$ cat config.mk
export PLATFORM = sky130hd
export DESIGN_NAME = stack_ram_responder
export DESIGN_NICKNAME = d
export VERILOG_FILES = /design/src/rtl/stack_pkg.sv /design/src/rtl/ram_read_pipe.sv /design/src/rtl/stack_ram_responder.sv
export SDC_FILE = /design/constraint.sdc
export NUM_CORES = 2
export LEC_CHECK = 0
export BUFFER_PORTS_ARGS = -buffer_cell sky130_fd_sc_hd__buf_2
export CORE_MARGIN = 2
export CORE_UTILIZATION = 62
export DETAILED_ROUTE_END_ITERATION = 16
export PLACE_DENSITY = 0.78
export SYNTH_ARGS = -nofsm -noshare
export SYNTH_HDL_FRONTEND = slang
export SYNTH_SLANG_ARGS = --single-unit
$ cat constraint.sdc
create_clock -name Clk -period 14.9 [get_ports Clk]
set_input_delay 0.745 -clock Clk [delete_from_list [all_inputs] [get_ports Clk]]
set_output_delay 0.745 -clock Clk [all_outputs]
set_load 0.005 [all_outputs]
$ cat src/rtl/stack_pkg.sv
// Shared definitions for the stack controller / stack RAM pair.
// Word and address widths plus the responder's state encoding.
package stack_pkg;

  localparam int STACK_DATA_W = 8;
  localparam int STACK_ADDR_W = 8;

  typedef logic [0:0] state_t;

  localparam state_t ST_CLEAR = 1'b0;
  localparam state_t ST_READY = 1'b1;

  // Legal read pipeline depths for the responder.
  localparam int READ_LATENCY_MIN = 1;
  localparam int READ_LATENCY_MAX = 3;

endpackage

$ cat src/rtl/ram_read_pipe.sv
// Read-data pipeline for the stack RAM: a chain of {valid,data} stages.
// The last stage only reloads on a valid word so the output holds between reads.
module ram_read_pipe #(
  parameter int DATA_WIDTH   = 8,
  parameter int READ_LATENCY = 1
) (
  input  logic                  Clk,
  input  logic                  Reset,
  input  logic                  in_valid,
  input  logic [DATA_WIDTH-1:0] in_data,
  output logic                  out_valid,
  output logic [DATA_WIDTH-1:0] out_data
);

  logic                  valid_reg [READ_LATENCY];
  logic [DATA_WIDTH-1:0] data_reg  [READ_LATENCY];

  always_ff @(posedge Clk) begin
    if (Reset) begin
      for (int i = 0; i < READ_LATENCY; i++) begin
        valid_reg[i] <= 1'b0;
        data_reg[i]  <= '0;
      end
    end else begin
      valid_reg[0] <= in_valid;
      // Stage 0 is also the output stage when the latency is 1.
      if (READ_LATENCY > 1 || in_valid) begin
        data_reg[0] <= in_data;
      end
      for (int i = 1; i < READ_LATENCY; i++) begin
        valid_reg[i] <= valid_reg[i-1];
        if (i < READ_LATENCY - 1 || valid_reg[i-1]) begin
          data_reg[i] <= data_reg[i-1];
        end
      end
    end
  end

  assign out_valid = valid_reg[READ_LATENCY-1];
  assign out_data  = data_reg[READ_LATENCY-1];

endmodule

$ cat src/rtl/stack_ram_responder.sv
// Single-port synchronous RAM answering a stack controller, with a post-reset
// zero-fill sequence, a configurable read pipeline and a read-valid strobe.
module stack_ram_responder
  import stack_pkg::*;
#(
  parameter int DATA_WIDTH     = STACK_DATA_W,
  parameter int ADDR_WIDTH     = STACK_ADDR_W,
  parameter int READ_LATENCY   = 1,
  parameter bit CLEAR_ON_RESET = 1'b1,
  parameter bit WRITE_FIRST    = 1'b0
) (
  input  logic                  Clk,
  input  logic                  Reset,
  input  logic                  RAMEnable,
  input  logic                  RAMWriteEnable,
  input  logic [ADDR_WIDTH-1:0] RAMAddress,
  input  logic [DATA_WIDTH-1:0] RAMDataIn,
  output logic [DATA_WIDTH-1:0] RAMDataOut,
  output logic                  RAMReadValid,
  output logic                  Busy
);

  localparam int DEPTH = 2 ** ADDR_WIDTH;

  logic [DATA_WIDTH-1:0] mem [DEPTH];

  state_t                state_reg;
  state_t                state_next;
  logic [ADDR_WIDTH-1:0] clr_ptr_reg;

  logic                  clearing;
  logic                  ready;
  logic                  wr_en;
  logic [ADDR_WIDTH-1:0] wr_addr;
  logic [DATA_WIDTH-1:0] wr_data;
  logic                  launch;
  logic [DATA_WIDTH-1:0] launch_word;

  // State register
  always_ff @(posedge Clk) begin
    if (Reset) begin
      state_reg <= CLEAR_ON_RESET ? ST_CLEAR : ST_READY;
    end else begin
      state_reg <= state_next;
    end
  end

  // Next-state logic: the clear sweep ends on the edge that writes DEPTH-1.
  always_comb begin
    state_next = state_reg;
    if (state_reg == ST_CLEAR && clr_ptr_reg == {ADDR_WIDTH{1'b1}}) begin
      state_next = ST_READY;
    end
  end

  // Output logic
  always_comb begin
    clearing = (state_reg == ST_CLEAR);
    ready    = (state_reg == ST_READY);
    Busy     = clearing;
  end

  always_ff @(posedge Clk) begin
    if (Reset) begin
      clr_ptr_reg <= '0;
    end else if (clearing) begin
      clr_ptr_reg <= clr_ptr_reg + ADDR_WIDTH'(1);
    end
  end

  // Single write port shared between the zero-fill sweep and the controller.
  always_comb begin
    wr_en   = 1'b0;
    wr_addr = RAMAddress;
    wr_data = RAMDataIn;
    if (clearing) begin
      wr_en   = 1'b1;
      wr_addr = clr_ptr_reg;
      wr_data = '0;
    end else if (ready && RAMEnable && RAMWriteEnable) begin
      wr_en = 1'b1;
    end
  end

  always_ff @(posedge Clk) begin
    if (wr_en && !Reset) begin
      mem[wr_addr] <= wr_data;
    end
  end

  // Every enabled access launches a read; a write may forward its own data.
  always_comb begin
    launch      = ready && RAMEnable;
    launch_word = mem[RAMAddress];
    if (WRITE_FIRST && RAMWriteEnable) begin
      launch_word = RAMDataIn;
    end
  end

  ram_read_pipe #(
    .DATA_WIDTH  (DATA_WIDTH),
    .READ_LATENCY(READ_LATENCY)
  ) u_read_pipe (
    .Clk      (Clk),
    .Reset    (Reset),
    .in_valid (launch),
    .in_data  (launch_word),
    .out_valid(RAMReadValid),
    .out_data (RAMDataOut)
  );

endmodule

## Yosys cells after proc, flatten, opt, wreduce, memory -nomap -nowiden

Memory sizes are Yosys's and may differ from the RTL's.
Index checks and enable logic that the tools add are counted.

- Register bits: 9
- Memory bits (writable): 2057
- Logic and storage cells: 31
- Memories: 3

- Add/subtract/negate cells: 1
- Equal/unequal tests: 1
- Muxes and demuxes: 16
- Bitwise operators: 1
- Reduce and logical (&&, ||, !) cells: 7

Memory list:

| name | depth | bits a word | rd ports | clocked after Yosys merged registers in | wr ports | line | text |
|---|---|---|---|---|---|---|---|
| mem | 256 | 8 | 1 | 0 | 1 | stack_ram_responder.sv:25 | `logic [DATA_WIDTH-1:0] mem [DEPTH];` |
| u_read_pipe.data_reg | 1 | 8 | 1 | 0 | 1 | ram_read_pipe.sv:16 | `logic [DATA_WIDTH-1:0] data_reg [READ_LATENCY];` |
| u_read_pipe.valid_reg | 1 | 1 | 1 | 0 | 1 | ram_read_pipe.sv:15 | `logic valid_reg [READ_LATENCY];` |

Operator list:

| operator | count |
|---|---|
| $mux 8 | 3 |
| $mux 1 | 13 |
| $add 8x1->8 const B | 1 |
| $eq 8x8->1 const B | 1 |
| $reduce_or 8->1 | 1 |
| $logic_and 1x1->1 | 4 |
| $logic_not 1->1 | 1 |
| $not 1->1 | 1 |
| $reduce_or 1->1 | 1 |

## Logic depth before layout (Yosys ltp)

- Word-level depth: 7
- Mapped depth: 12
- Depth with buffers taken out: 6

## Modules after synthesis

Synthesis repeated with hierarchy kept, for this count alone.

- Cell total of the unflattened synthesis: 3854
- Area total of the unflattened synthesis: 80339.6 um^2

Modules (own cells, without submodules):

| module | times used | cells each | area each (um^2) |
|---|---|---|---|
| stack_ram_responder | 1 | 3835 | 79996.7 |
| ram_read_pipe | 1 | 19 | 342.8 |

## Least setup slack after synthesis

No wires, ideal clock.

- Path type: register to register
- Start: reg state_reg, in the netlist ready
- End: mem mem[0][0] (data pin)
- Library setup time: 867 ps
- Data arrival time: 4347 ps
- Data required time: 14033 ps
- Path slack: 9686 ps
- Cell stages (with the launch flop): 5
- Path buffers: 3
- Period minus slack after synthesis: 5214 ps
- Cells stage by stage: dfxtp_1 > buf_2 > buf_1 > clkbuf_1 > and2_1

- Cells in the longest elaborated chain, start to end: 1

RTL lines:

| element | line | text |
|---|---|---|
| from (decl) | stack_ram_responder.sv:27 | `state_t state_reg;` |
| from (signal assigned) | stack_ram_responder.sv:42 | `state_reg <= CLEAR_ON_RESET ? ST_CLEAR : ST_READY;` |
| from (signal assigned) | stack_ram_responder.sv:44 | `state_reg <= state_next;` |
| $mux 8 | stack_ram_responder.sv:76 | `if (clearing) begin` |
| named net wr_data[0] | stack_ram_responder.sv:35 | `logic [DATA_WIDTH-1:0] wr_data;` |
| to (decl) | stack_ram_responder.sv:25 |  |

The timed path passes the listed nets, and every way through them passes these cells.

## Worst setup path in the final report

- Start: in RAMAddress[0]
- End: mem u_read_pipe.data_reg[0][0] (data pin)

- Cells in the longest elaborated chain, start to end: 2

RTL lines:

| element | line | text |
|---|---|---|
| from (decl) | stack_ram_responder.sv:16 | `input logic [ADDR_WIDTH-1:0] RAMAddress,` |
| $mem_v2 256x8 | n/a |  |
| $mux 8 (no line) | n/a |  |
| to (decl) | ram_read_pipe.sv:16 |  |

No other way between the ends.

==> summary.md <==
- **area of the core** 131300 µm²
- **PwrDens** 127.6 nW/µm²
- **via count normalized by instance count** 7.199
- **via count of the first global-routing pass** 41890
- **flip-flop count of the largest register, all copies and words added** 2048
- **Clk Tree Root Cell** clkbuf_16
- **number of top-level design ports** 30
- **Post CTS Setup Buffer Count** 0
- **critical path launch point type** input port
- **share of cells above drive strength 1** 16.28%
- **initial antenna violation count** 16
- **horizontal die dimension** 367.6 µm
- **hold-critical path depth** 2
- **maximum number of pins on one net before global-route repair** 213
- **count of input and output buffers** 29
- **cell accounting for the most synthesized area** edfxtp_1
- **worst reg-to-reg path cell count** 5
- **Die ar.** 135200 µm²
- **number of gates resized after CTS** 0
- **overflow left after global routing** 0
- **filler cell count** 7764
- **Initial Util** 62.44%
- **Lkg Pwr** 29.08 nW
- **most frequent cell after synthesis** edfxtp_1
- **cell types occupying the most area after synthesis** edfxtp_1 75%, mux4_2 7.4%, mux4_1 3.6%
- **startpoint of the lowest-slack register-to-register path** ready
- **number of library cell types mapped by synthesis** 82
- **vertical die dimension** 367.6 µm
- **number of synthesized flops with an enable pin** 2056
- **number of buffers added by the clock tree synthesis step** 191
- **GRT Resource Usage Total** 32.22%
- **Crit path arrival time** 5.49 ns
- **Synth warnings** 0
- **fin. max-slew vios** 0
- **number of register bits inferred by synthesis** 2066
- **aggregate negative setup slack** 0 ns
- **area share of the leading cell type in the synthesized netlist** 75.31%
- **Reg2Reg Capture Point** mem[208][6]
- **Via Count** 43450
- **post-synth net total** 4104
- **clk_lat worst skew** 0.82 ns
- **syn avg cell area** 20.08 µm²
- **number of iterations in the first detailed-routing pass** 8
- **Hold Crit Start** Reset
- **RSZ-0062 raised after global routing** no
- **Main synth FF type** edfxtp_1
- **outcome** finished clean
- **transition time at the pin with the least slew margin** 1.279 ns
- **cell area after synthesis** 81980 µm²
- **async set or reset register ratio after synthesis** 0%
- **Max Clock Skew** 0.02552 ns
- **global-route wire length before repair** 306800 µm
- **layout overhead on the synthesized area** 8.507%
- **top cells by instance count after synthesis** 2056 x edfxtp_1, 318 x nor2_1, 269 x mux4_2
- **row cnt** 133
- **Hold Crit Endpoint** clr_ptr_reg[1]
- **Finished Cell Area** 88960 µm²
- **Final Cycle Share** 32.53%
- **maximum count of clock buffers along a single path** 3
- **Total Routed Length** 216000 µm
- **Worst Slack Setup Final** 10.05 ns
- **Critical Path End Type** flip-flop
- **highest ir drop seen on vdd** 110.0 µV
- **overall power** 0.01135 W
- **highest achievable clock rate** 0.2063 GHz
- **max cap viols** 0
- **Hold Path Class** in2reg
- **setup violation total in the final timing report** 0
- **DRC violation total after the first TritonRoute iteration** 8077
- **TritonCTS clock tree** built
- **worst setup slack for register-to-register paths** 10.37 ns
- **data required time of the worst path** 15.55 ns
- **final critical delay including setup and external delays** 4.847 ns
- **final HPWL from detailed placement** 132100 µm
- **Post-Syn Instances** 4083
- **DRC violations left** 0
- **register clock-pin slew on the reported worst setup and hold paths** 0.06 ns
- **hold buffer count at cts** 0
- **final routed wire length divided by cell count** 35.80 µm
- **Final Hold Fails** 0
- **largest fanout of any net on the critical path** 97
- **clock sink total** 2066
- **post-place instance area** 83110 µm²
- **Worst Path Class, Setup** in2reg
- **antenna-violating nets left** 0
- **sequential element share of the synthesized area** 75.55%
- **H-tree depth reported by CTS** 4
- **Max-slew headroom** 12.53%
- **gp weighted congestion** 0.9541
- **Total Nets Final** 4144
- **pre-CTS worst setup slack** 9.371 ns
==> worst max-delay path by stage <==
| stage | from | end | slack, ns |
|---|---|---|---|
| floorplan | ready | mem[0][0] | 9.69 |
| global placement | RAMAddress[1] | u_read_pipe.data_reg[0][3] | 9.13 |
| detailed placement | RAMAddress[0] | u_read_pipe.data_reg[0][6] | 9.37 |
| CTS | RAMAddress[0] | u_read_pipe.data_reg[0][6] | 10.24 |
| global route | RAMAddress[0] | u_read_pipe.data_reg[0][0] | 10.10 |
| finish | RAMAddress[0] | u_read_pipe.data_reg[0][0] | 10.05 |
==> through the flow <==
step	hold slack (ns)	std cells	util [%]
5_1_grt	0.2874	6032	67.75
3_5_place_dp	0.5392	5684	63.30
2_1_floorplan	0.5056	4083	-
4_1_cts	0.2542	6030	67.74
6_report	0.2953	6035	67.75
3_3_place_gp	0.5418	5683	63.29
==> report_power, final <==
group	total (W)	internal, W	leakage, nW	switching [W]
sequential	0.00630	0.00630	19.7	0.00000436
clock	0.00461	0.00252	2.86	0.00209
combinational	0.000441	0.000156	6.47	0.000284
==> layout by cell type (no fill, tap or decap), types with 38 or more instances in the layout <==
cell type / Yosys / layout
a211oi_1: 53 / 53
a21oi_1: 62 / 62
buf_4: 25 / 65
clkbuf_1: 79 / 38
clkbuf_16: 0 / 197
clkinv_1: 2 / 57
edfxtp_1: 2056 / 2056
mux2i_1: 266 / 266
mux4_1: 111 / 111
mux4_2: 269 / 269
nand2_1: 102 / 102
nor2_1: 318 / 318
nor3_1: 40 / 39
o21ai_0: 50 / 50
o221ai_1: 73 / 73
o22ai_1: 82 / 82
==> worst max-delay path, cell delays in order <==
cell and delay (ns):
buf_8 0.46, buf_12 0.51, buf_4 0.83, mux2i_1 0.23, o22ai_1 0.33, a211oi_1 0.14, a2111oi_0 1.11, nand4_1 0.55
o22ai_1 0.26
==> area by class of cell <==
cell class | instances | area, µm² | share of cell area [%]
sequential | 2066 | 61940 | 69.63
multi-input combinational | 1761 | 18250 | 20.51
clock buffer | 235 | 5072 | 5.702
tap | 1755 | 2196 | 2.468
clock inverter | 111 | 755.7 | 0.8496
timing repair buffer | 97 | 709.4 | 0.7975
inverter | 6 | 25.02 | 0.02813
antenna | 4 | 10.01 | 0.01125
==> kinds of logic (layout without fill, tap and decap cells) <==
group                      Yosys count  in the layout  synth area share [%]
and+or+nand+nor                    644            644                 3.602
buffers and inverters              256            449                 2.347
AOI/OAI and AO/OA                  443            443                 3.938
muxes                              666            666                 14.47
DFF                               2066           2066                 75.55
adders and majority gates            1              1               0.01526
other                                0              4                     0
xor gates and xnor gates             7              7               0.07479
==> layer usage <==
layer | track usage [%] | routed length [µm] | vias to the layer above | part of all wire, %
met1 | 44.00 | 73440 | 21870 | 34
met2 | 47.74 | 98020 | 3812 | 45
met3 | 10.27 | 32150 | 638 | 15
met5 | 0 | 113 | - | 0.052
li1 | - | - | 17100 | -
met4 | 15.39 | 12310 | 18 | 5.7
No activity file was read; power rests on OpenSTA's default activity.
